==> src/rtl/axi_hp_burst_reader_pkg.sv <==
// rtl/axi_hp_burst_reader_pkg.sv - shared constants, state encoding and burst sizing helper
package axi_hp_burst_reader_pkg;

    localparam logic [1:0] AXI_BURST_INCR = 2'b01;
    localparam logic [1:0] AXI_SIZE_64    = 2'h3;
    localparam int         AXI_4KB_WORDS  = 512;   // 64-bit words per 4 KB page
    localparam int         MAX_BURST_BEATS = 16;
    localparam int         LEN_FIFO_DEPTH_LOG2 = 3; // 8 entries covers MAX_OUTSTANDING up to 8

    typedef enum logic [1:0] {
        ST_IDLE  = 2'd0,
        ST_ISSUE = 2'd1,
        ST_DRAIN = 2'd2,
        ST_FIN   = 2'd3
    } state_e;

    // Beats for the next burst: limited by the burst cap, the words still owed
    // and the distance to the next 4 KB page boundary.
    function automatic logic [4:0] calc_beats(input logic [28:0] addr, input logic [15:0] words);
        logic [9:0] room;
        logic [4:0] b;
        room = 10'(AXI_4KB_WORDS) - {1'b0, addr[8:0]};
        b    = 5'(MAX_BURST_BEATS);
        if (words < 16'(MAX_BURST_BEATS)) begin
            b = words[4:0];
        end
        if (room < {5'b0, b}) begin
            b = room[4:0];
        end
        return b;
    endfunction

endpackage

==> src/rtl/fifo_same_clock_fill.sv <==
// rtl/fifo_same_clock_fill.sv - single-clock FIFO with fill level, first-word fall-through
//
// Ports:
//   clk       clock
//   rst       asynchronous active-high reset of pointers/fill
//   sync_rst  synchronous active-high reset of pointers/fill
//   we        push data_in (caller guarantees not full)
//   re        pop head entry (caller guarantees not empty)
//   data_in   write data
//   data_out  head entry, valid while fill != 0
//   fill      number of entries held
module fifo_same_clock_fill #(
    parameter int WIDTH      = 4,
    parameter int DEPTH_LOG2 = 3
) (
    input  logic                  clk,
    input  logic                  rst,
    input  logic                  sync_rst,
    input  logic                  we,
    input  logic                  re,
    input  logic [WIDTH-1:0]      data_in,
    output logic [WIDTH-1:0]      data_out,
    output logic [DEPTH_LOG2:0]   fill
);

    localparam logic [DEPTH_LOG2-1:0] PTR_ONE  = 1;
    localparam logic [DEPTH_LOG2:0]   FILL_ONE = 1;

    logic [WIDTH-1:0]      mem_q [0:(1<<DEPTH_LOG2)-1];
    logic [DEPTH_LOG2-1:0] wr_ptr_q;
    logic [DEPTH_LOG2-1:0] rd_ptr_q;
    logic [DEPTH_LOG2:0]   fill_q;

    always_ff @(posedge clk or posedge rst) begin
        if (rst) begin
            wr_ptr_q <= '0;
            rd_ptr_q <= '0;
            fill_q   <= '0;
        end else if (sync_rst) begin
            wr_ptr_q <= '0;
            rd_ptr_q <= '0;
            fill_q   <= '0;
        end else begin
            if (we) begin
                wr_ptr_q <= wr_ptr_q + PTR_ONE;
            end
            if (re) begin
                rd_ptr_q <= rd_ptr_q + PTR_ONE;
            end
            if (we && !re) begin
                fill_q <= fill_q + FILL_ONE;
            end else if (re && !we) begin
                fill_q <= fill_q - FILL_ONE;
            end
        end
    end

    always_ff @(posedge clk) begin
        if (we) begin
            mem_q[wr_ptr_q] <= data_in;
        end
    end

    assign data_out = mem_q[rd_ptr_q];
    assign fill     = fill_q;

endmodule

==> src/rtl/axi_hp_burst_reader.sv <==
// rtl/axi_hp_burst_reader.sv - splits one read command into 4 KB-safe INCR bursts and streams the data
//
// Ports:
//   aclk, rst                  clock, synchronous active-high reset
//   start/start_addr/num_words command (word address [31:3], length in 64-bit words)
//   busy/done/error            command status; error is sticky until the next accepted start
//   ar*                        AXI_HP read address channel (64-bit, INCR, constant id/cache/qos)
//   r*                         AXI_HP read data channel
//   dout/dout_valid/dout_ready downstream stream, dout mirrors rdata
module axi_hp_burst_reader
    import axi_hp_burst_reader_pkg::*;
#(
    parameter int         MAX_OUTSTANDING = 4,
    parameter logic [5:0] ARID_VAL        = 6'h0,
    parameter logic [3:0] ARCACHE_VAL     = 4'h3,
    parameter logic [3:0] ARQOS_VAL       = 4'h0
) (
    input  logic        aclk,
    input  logic        rst,
    input  logic        start,
    input  logic [28:0] start_addr,
    input  logic [15:0] num_words,
    output logic        busy,
    output logic        done,
    output logic        error,
    output logic [31:0] araddr,
    output logic        arvalid,
    input  logic        arready,
    output logic [5:0]  arid,
    output logic [3:0]  arlen,
    output logic [1:0]  arsize,
    output logic [1:0]  arburst,
    output logic [1:0]  arlock,
    output logic [3:0]  arcache,
    output logic [2:0]  arprot,
    output logic [3:0]  arqos,
    input  logic [63:0] rdata,
    input  logic        rvalid,
    output logic        rready,
    input  logic [5:0]  rid,
    input  logic        rlast,
    input  logic [1:0]  rresp,
    output logic [63:0] dout,
    output logic        dout_valid,
    input  logic        dout_ready
);

    state_e      state_q, state_d;
    logic [28:0] cur_addr_q, cur_addr_d;
    logic [15:0] words_left_q, words_left_d;
    logic [4:0]  beats_q, beats_d;
    logic [3:0]  arlen_q, arlen_d;
    logic [3:0]  outstanding_q, outstanding_d;
    logic [3:0]  beat_cnt_q, beat_cnt_d;
    logic        error_q, error_d;
    logic        ar_gap_q, ar_gap_d;

    logic        ar_hs;
    logic        r_hs;
    logic        have_head;
    logic        beat_last;
    logic        fifo_push;
    logic        fifo_pop;
    logic [3:0]  fifo_head;
    logic [LEN_FIFO_DEPTH_LOG2:0] fifo_fill;

    assign busy       = (state_q == ST_ISSUE) || (state_q == ST_DRAIN);
    assign done       = (state_q == ST_FIN);
    assign error      = error_q;

    // One idle cycle after each AR handshake keeps the AR rate at one per two cycles.
    assign arvalid    = (state_q == ST_ISSUE) && !ar_gap_q && (outstanding_q < 4'(MAX_OUTSTANDING));
    assign araddr     = {cur_addr_q, 3'b000};
    assign arlen      = arlen_q;
    assign arid       = ARID_VAL;
    assign arsize     = AXI_SIZE_64;
    assign arburst    = AXI_BURST_INCR;
    assign arlock     = 2'b00;
    assign arcache    = ARCACHE_VAL;
    assign arprot     = 3'b000;
    assign arqos      = ARQOS_VAL;

    assign dout       = rdata;
    assign dout_valid = rvalid && busy;
    assign rready     = dout_ready && busy;

    assign ar_hs      = arvalid && arready;
    assign r_hs       = rvalid && rready;

    // Burst boundaries come from the lengths we requested, not from rlast,
    // so a misbehaving slave cannot desynchronise the accounting.
    assign have_head  = (fifo_fill != '0);
    assign beat_last  = have_head && (beat_cnt_q == fifo_head);
    assign fifo_push  = ar_hs;
    assign fifo_pop   = r_hs && beat_last;

    fifo_same_clock_fill #(
        .WIDTH      (4),
        .DEPTH_LOG2 (LEN_FIFO_DEPTH_LOG2)
    ) u_len_fifo (
        .clk      (aclk),
        .rst      (1'b0),
        .sync_rst (rst),
        .we       (fifo_push),
        .re       (fifo_pop),
        .data_in  (arlen_q),
        .data_out (fifo_head),
        .fill     (fifo_fill)
    );

    always_comb begin
        outstanding_d = outstanding_q;
        if (fifo_push && !fifo_pop) begin
            outstanding_d = outstanding_q + 4'd1;
        end else if (fifo_pop && !fifo_push) begin
            outstanding_d = outstanding_q - 4'd1;
        end
    end

    always_comb begin
        state_d      = state_q;
        cur_addr_d   = cur_addr_q;
        words_left_d = words_left_q;
        beats_d      = beats_q;
        arlen_d      = arlen_q;
        beat_cnt_d   = beat_cnt_q;
        error_d      = error_q;
        ar_gap_d     = 1'b0;

        if (r_hs) begin
            if (!have_head || (rlast != beat_last) || (rresp != 2'b00) || (rid != ARID_VAL)) begin
                error_d = 1'b1;
            end
            if (beat_last) begin
                beat_cnt_d = 4'd0;
            end else if (have_head) begin
                beat_cnt_d = beat_cnt_q + 4'd1;
            end
        end

        case (state_q)
            ST_IDLE: begin
                if (start) begin
                    error_d = 1'b0;
                    if (num_words != 16'd0) begin
                        cur_addr_d   = start_addr;
                        words_left_d = num_words;
                        beats_d      = calc_beats(start_addr, num_words);
                        arlen_d      = 4'(beats_d - 5'd1);
                        state_d      = ST_ISSUE;
                    end else begin
                        state_d      = ST_FIN;
                    end
                end
            end
            ST_ISSUE: begin
                if (ar_hs) begin
                    cur_addr_d   = cur_addr_q + 29'(beats_q);
                    words_left_d = words_left_q - 16'(beats_q);
                    beats_d      = calc_beats(cur_addr_d, words_left_d);
                    arlen_d      = 4'(beats_d - 5'd1);
                    ar_gap_d     = 1'b1;
                    if (words_left_d == 16'd0) begin
                        state_d = ST_DRAIN;
                    end
                end
            end
            ST_DRAIN: begin
                // Looking at the next-state count lets done follow the final beat by one cycle.
                if (outstanding_d == 4'd0) begin
                    state_d = ST_FIN;
                end
            end
            ST_FIN: begin
                state_d = ST_IDLE;
            end
            default: begin
                state_d = ST_IDLE;
            end
        endcase
    end

    always_ff @(posedge aclk) begin
        if (rst) begin
            state_q       <= ST_IDLE;
            cur_addr_q    <= '0;
            words_left_q  <= '0;
            beats_q       <= '0;
            arlen_q       <= '0;
            outstanding_q <= '0;
            beat_cnt_q    <= '0;
            error_q       <= 1'b0;
            ar_gap_q      <= 1'b0;
        end else begin
            state_q       <= state_d;
            cur_addr_q    <= cur_addr_d;
            words_left_q  <= words_left_d;
            beats_q       <= beats_d;
            arlen_q       <= arlen_d;
            outstanding_q <= outstanding_d;
            beat_cnt_q    <= beat_cnt_d;
            error_q       <= error_d;
            ar_gap_q      <= ar_gap_d;
        end
    end

endmodule

==> config.mk <==
export PLATFORM = sky130hd
export DESIGN_NAME = axi_hp_burst_reader
export DESIGN_NICKNAME = d
export VERILOG_FILES = /design/src/rtl/axi_hp_burst_reader_pkg.sv /design/src/rtl/fifo_same_clock_fill.sv /design/src/rtl/axi_hp_burst_reader.sv
export SDC_FILE = /design/constraint.sdc
export NUM_CORES = 1
export LEC_CHECK = 0
export BUFFER_PORTS_ARGS = -buffer_cell sky130_fd_sc_hd__buf_4
export CAP_MARGIN = 20
export CORE_MARGIN = 2
export CORE_UTILIZATION = 55
export DETAILED_ROUTE_END_ITERATION = 6
export GPL_TIMING_DRIVEN = 0
export PLACE_DENSITY = 0.85
export SLEW_MARGIN = 10
export SYNTH_ARGS = -nofsm -noshare
export SYNTH_HDL_FRONTEND = slang
export SYNTH_HIERARCHICAL = 1
export SYNTH_SLANG_ARGS = --single-unit
export TNS_END_PERCENT = 1
==> constraint.sdc <==
create_clock -name aclk -period 10.1 [get_ports aclk]
set_input_delay 1.01 -clock aclk [delete_from_list [all_inputs] [get_ports aclk]]
set_output_delay 1.01 -clock aclk [all_outputs]
set_load 0.01 [all_outputs]
==> impl_metrics.json <==
{
  "status": "complete, no violations",
  "synth_area_um2": 7550,
  "cts.sinks": 108,
  "vias": 7330,
  "yosys_warnings": 6,
  "final-hold-violation-count": 0,
  "ios": 253,
  "root_buffer": "clkbuf_16",
  "path_clk_slew_ps": 80,
  "peakVddDrop_mv": 0.170,
  "endpoint_kind": "flip-flop",
  "finalSetupViolCount": 0,
  "slew_headroom_pct": 42.9,
  "cts_tree": "built",
  "crit_type": "reg2reg",
  "cts_resized": 0,
  "whs_path_depth": 2,
  "dieHeight_um": 121,
  "area_growth_pct": 24.4,
  "period_share_pct": 54.1,
  "drive_gt1_share_pct": 26.8,
  "first_pass_iters": 5,
  "ant_nets": 0,
  "leakage_nw": 3.96,
  "cp_max_fo": 6,
  "min_from": "words_left_q[2]",
  "worst_pin_slew_ps": 857,
  "crit_chain": "ha_1, inv_1, fa_1, a211oi_1, or2_1, clkbuf_1, nand3b_1, mux2i_1, a22oi_1, nor3_1, nand2_1, ha_1, a21o_1, a21oi_1, o2111ai_1, a211oi_1, o32a_1, o21ai_0, or4_1, a311oi_2",
  "slew_viol_final": 0,
  "grtUsageTotal_pct": 29.2,
  "drc_errors": 0,
  "critPathLaunchType": "flip-flop",
  "slowest_delay_ps": 560,
  "avgRoutedWirePerCell_um": 17.0,
  "reg2reg_from": "beats_q[0]",
  "core_area_um2": 13300,
  "port_buffers": 162,
  "avgSynthCellArea_um2": 8.47,
  "synthDominantCellAreaShare_pct": 17.5,
  "synthArstFlopShare_pct": 9.26,
  "cap_viol_max_count": 0,
  "htreeDepth": 3,
  "skew_ps": 15.0,
  "nNetsFinal": 1249,
  "wl_mm": 21.6,
  "gp_congestion": 0.965,
  "worstHoldEndpoint": "words_left_q[2]",
  "timing.rr.end": "arlen[3]",
  "powerDensity_nw_per_um2": 276,
  "hp-class": "reg2reg",
  "first_global_vias": 6665,
  "grt_pass1_wl_mm": 33.8,
  "place_hpwl_mm": 16.3,
  "antenna_cells": 0,
  "reg2reg_setup_slack_ps": 4640,
  "num_rows": 42,
  "clock_latency_ps": 370,
  "die-area_um2": 14700,
  "cts_buffer_depth": 2,
  "postCtsHoldBufs": 0,
  "dieWidth_um": 121,
  "cpMaxStageDelayCell": "or4_1",
  "rsz0062_at_grt": "no",
  "drt_iter0_drc": 592,
  "antenna_found_initial": 0,
  "synthFlopType": "dfxtp_1",
  "ys_types": 71,
  "period_needed_ps": 5460,
  "tns_ps": 0,
  "synth_top_area_cell": "dfxtp_1",
  "start_util_pct": 56.6,
  "grt_overflow": 0,
  "ys_ff_latch": 108,
  "synth.area.top_cells": "dfxtp_1 (17%), edfxtp_1 (13%), buf_4 (8.9%)",
  "r2r_cells": 20,
  "grt_max_degree": 23,
  "max_freq_ghz": 0.183,
  "arrival_ps": 5750,
  "numCtsBuffers": 9,
  "pre_cts_slack_ps": 4820,
  "post_cts_buffers": 0,
  "ys_seq_area_share_pct": 33.5,
  "via_per_inst": 5.77,
  "syn_inst": 891,
  "setup_ws_ps": 4640,
  "synth_edf_count": 32,
  "required_ps": 10380
}
## cells in the mapped netlist (4+ instances only)
| cell | instances |
|---|---|
| a211oi_1 | 36 |
| a21o_1 | 6 |
| a21oi_1 | 58 |
| a22oi_1 | 6 |
| a2bb2oi_1 | 4 |
| a311oi_1 | 6 |
| and2_1 | 6 |
| and3_1 | 8 |
| buf_1 | 4 |
| buf_2 | 4 |
| buf_4 | 90 |
| clkbuf_1 | 38 |
| dfrtp_1 | 10 |
| dfxtp_1 | 66 |
| edfxtp_1 | 32 |
| ha_1 | 33 |
| inv_1 | 36 |
| mux2_2 | 8 |
| mux2i_1 | 11 |
| mux4_1 | 8 |
| nand2_1 | 83 |
| nand2b_1 | 12 |
| nand3_1 | 19 |
| nand3b_1 | 4 |
| nand4_1 | 9 |
| nor2_1 | 85 |
| nor2b_1 | 11 |
| nor3_1 | 25 |
| nor4_1 | 11 |
| o211ai_1 | 4 |
| o21ai_0 | 40 |
| o22ai_1 | 9 |
| o31ai_1 | 9 |
| or2_2 | 5 |
| or3_1 | 8 |
| or4_1 | 7 |
| xnor2_1 | 19 |
| xor2_1 | 11 |
## layer usage
metal | global-route usage [%] | up-vias | part of all wire (%)
met3 | 6.58 | 48 | 9.9
met4 | 10.1 | 0 | 2.9
li1 | - | 3478 | -
met2 | 49.2 | 404 | 48
met1 | 36.9 | 3400 | 39
met5 | 0 | - | 0
## area by class of cell
cell class | instances | area [um2]
tap | 176 | 220
multi-input combinational | 635 | 4110
clock inverter | 7 | 86.3
clock buffer | 9 | 225
fill | 1116 | 3960
sequential | 108 | 2530
buffer | 137 | 865
timing repair buffer | 162 | 1220
inverter | 36 | 135
## cells in the final DEF (no fill, tap or decap), types with 7 or more instances in the layout
cell	count
o22ai_1	9
clkbuf_1	38
dfxtp_1	66
nand3_1	19
mux2i_1	11
ha_1	33
o21ai_0	40
or3_1	8
nand2b_1	12
nor3_1	25
or4_1	7
buf_4	252
a21oi_1	58
mux2_2	8
o31ai_1	9
nand2_1	83
edfxtp_1	32
xor2_1	11
xnor2_1	19
nor2_1	85
mux4_1	8
nand4_1	9
clkbuf_16	9
a211oi_1	36
conb_1	27
nor4_1	11
nor2b_1	11
dfrtp_1	10
and3_1	8
inv_1	36
## worst max-delay path: cells and delay by family (launching register included)
family                   cells  cell delay, ps
AO/OA/AOI/OAI                9            2150
adder cells (fa/ha/maj)      3             980
buffers and inverters        2             320
flip-flops                   1             410
multiplexers                 1             160
AND/OR/NAND/NOR              5            1340
## metrics by stage
stage          util (%)  hold WS [ps]  cell area [um2]  instances  power, mW
2_1_floorplan         -           436             7640        916       1.73
3_3_place_gp       68.0           448             9080       1254       2.16
3_5_place_dp       68.0           456             9080       1254       2.19
4_1_cts            70.4           467             9390       1270       2.56
5_1_grt            70.4           509             9390       1270       2.78
6_report           70.4           471             9390       1270       2.59
## where the power goes
part / switching (mW) / internal, mW / leakage, nW
clock network: 0.189 / 0.179 / 0.153
logic: 0.898 / 0.623 / 2.83
registers: 0.132 / 0.573 / 0.974
total: 1.22 / 1.37 / 3.96
## registers in the layout (all words and copies together), names as in the netlist, 2 cells and up
name	count
arlen	4
u_len_fifo/wr_ptr_q	3
cur_addr_q	29
u_len_fifo/fill	4
outstanding_q	4
state_q	2
u_len_fifo/mem_q	32
beats_q	5
words_left_q	16
beat_cnt_q	4
u_len_fifo/rd_ptr_q	3
## worst max path at each step
stage / slack, ps / depth (start not counted) / from / end
floorplan: 5580 / 21 / words_left_q[0] / arlen[3]
CTS: 4740 / 20 / beats_q[0] / arlen[3]
global placement: 4860 / 20 / beats_q[0] / arlen[1]
finish: 4640 / 20 / beats_q[0] / arlen[3]
global route: 4250 / 20 / beats_q[0] / arlen[1]
detailed placement: 4820 / 20 / beats_q[0] / arlen[3]
## cells by family after synthesis
kind of cell | after synthesis | share of synthesized area, %
AOI/OAI and AO/OA | 214 | 18.9
xor gates and xnor gates | 30 | 3.48
adders and majority gates | 36 | 6.26
buffers and inverters | 173 | 13.2
DFF | 108 | 33.5
muxes | 27 | 5.44
other | 2 | 0.0995
and+or+nand+nor | 301 | 19.1
(Power assumes the default switching activity.)
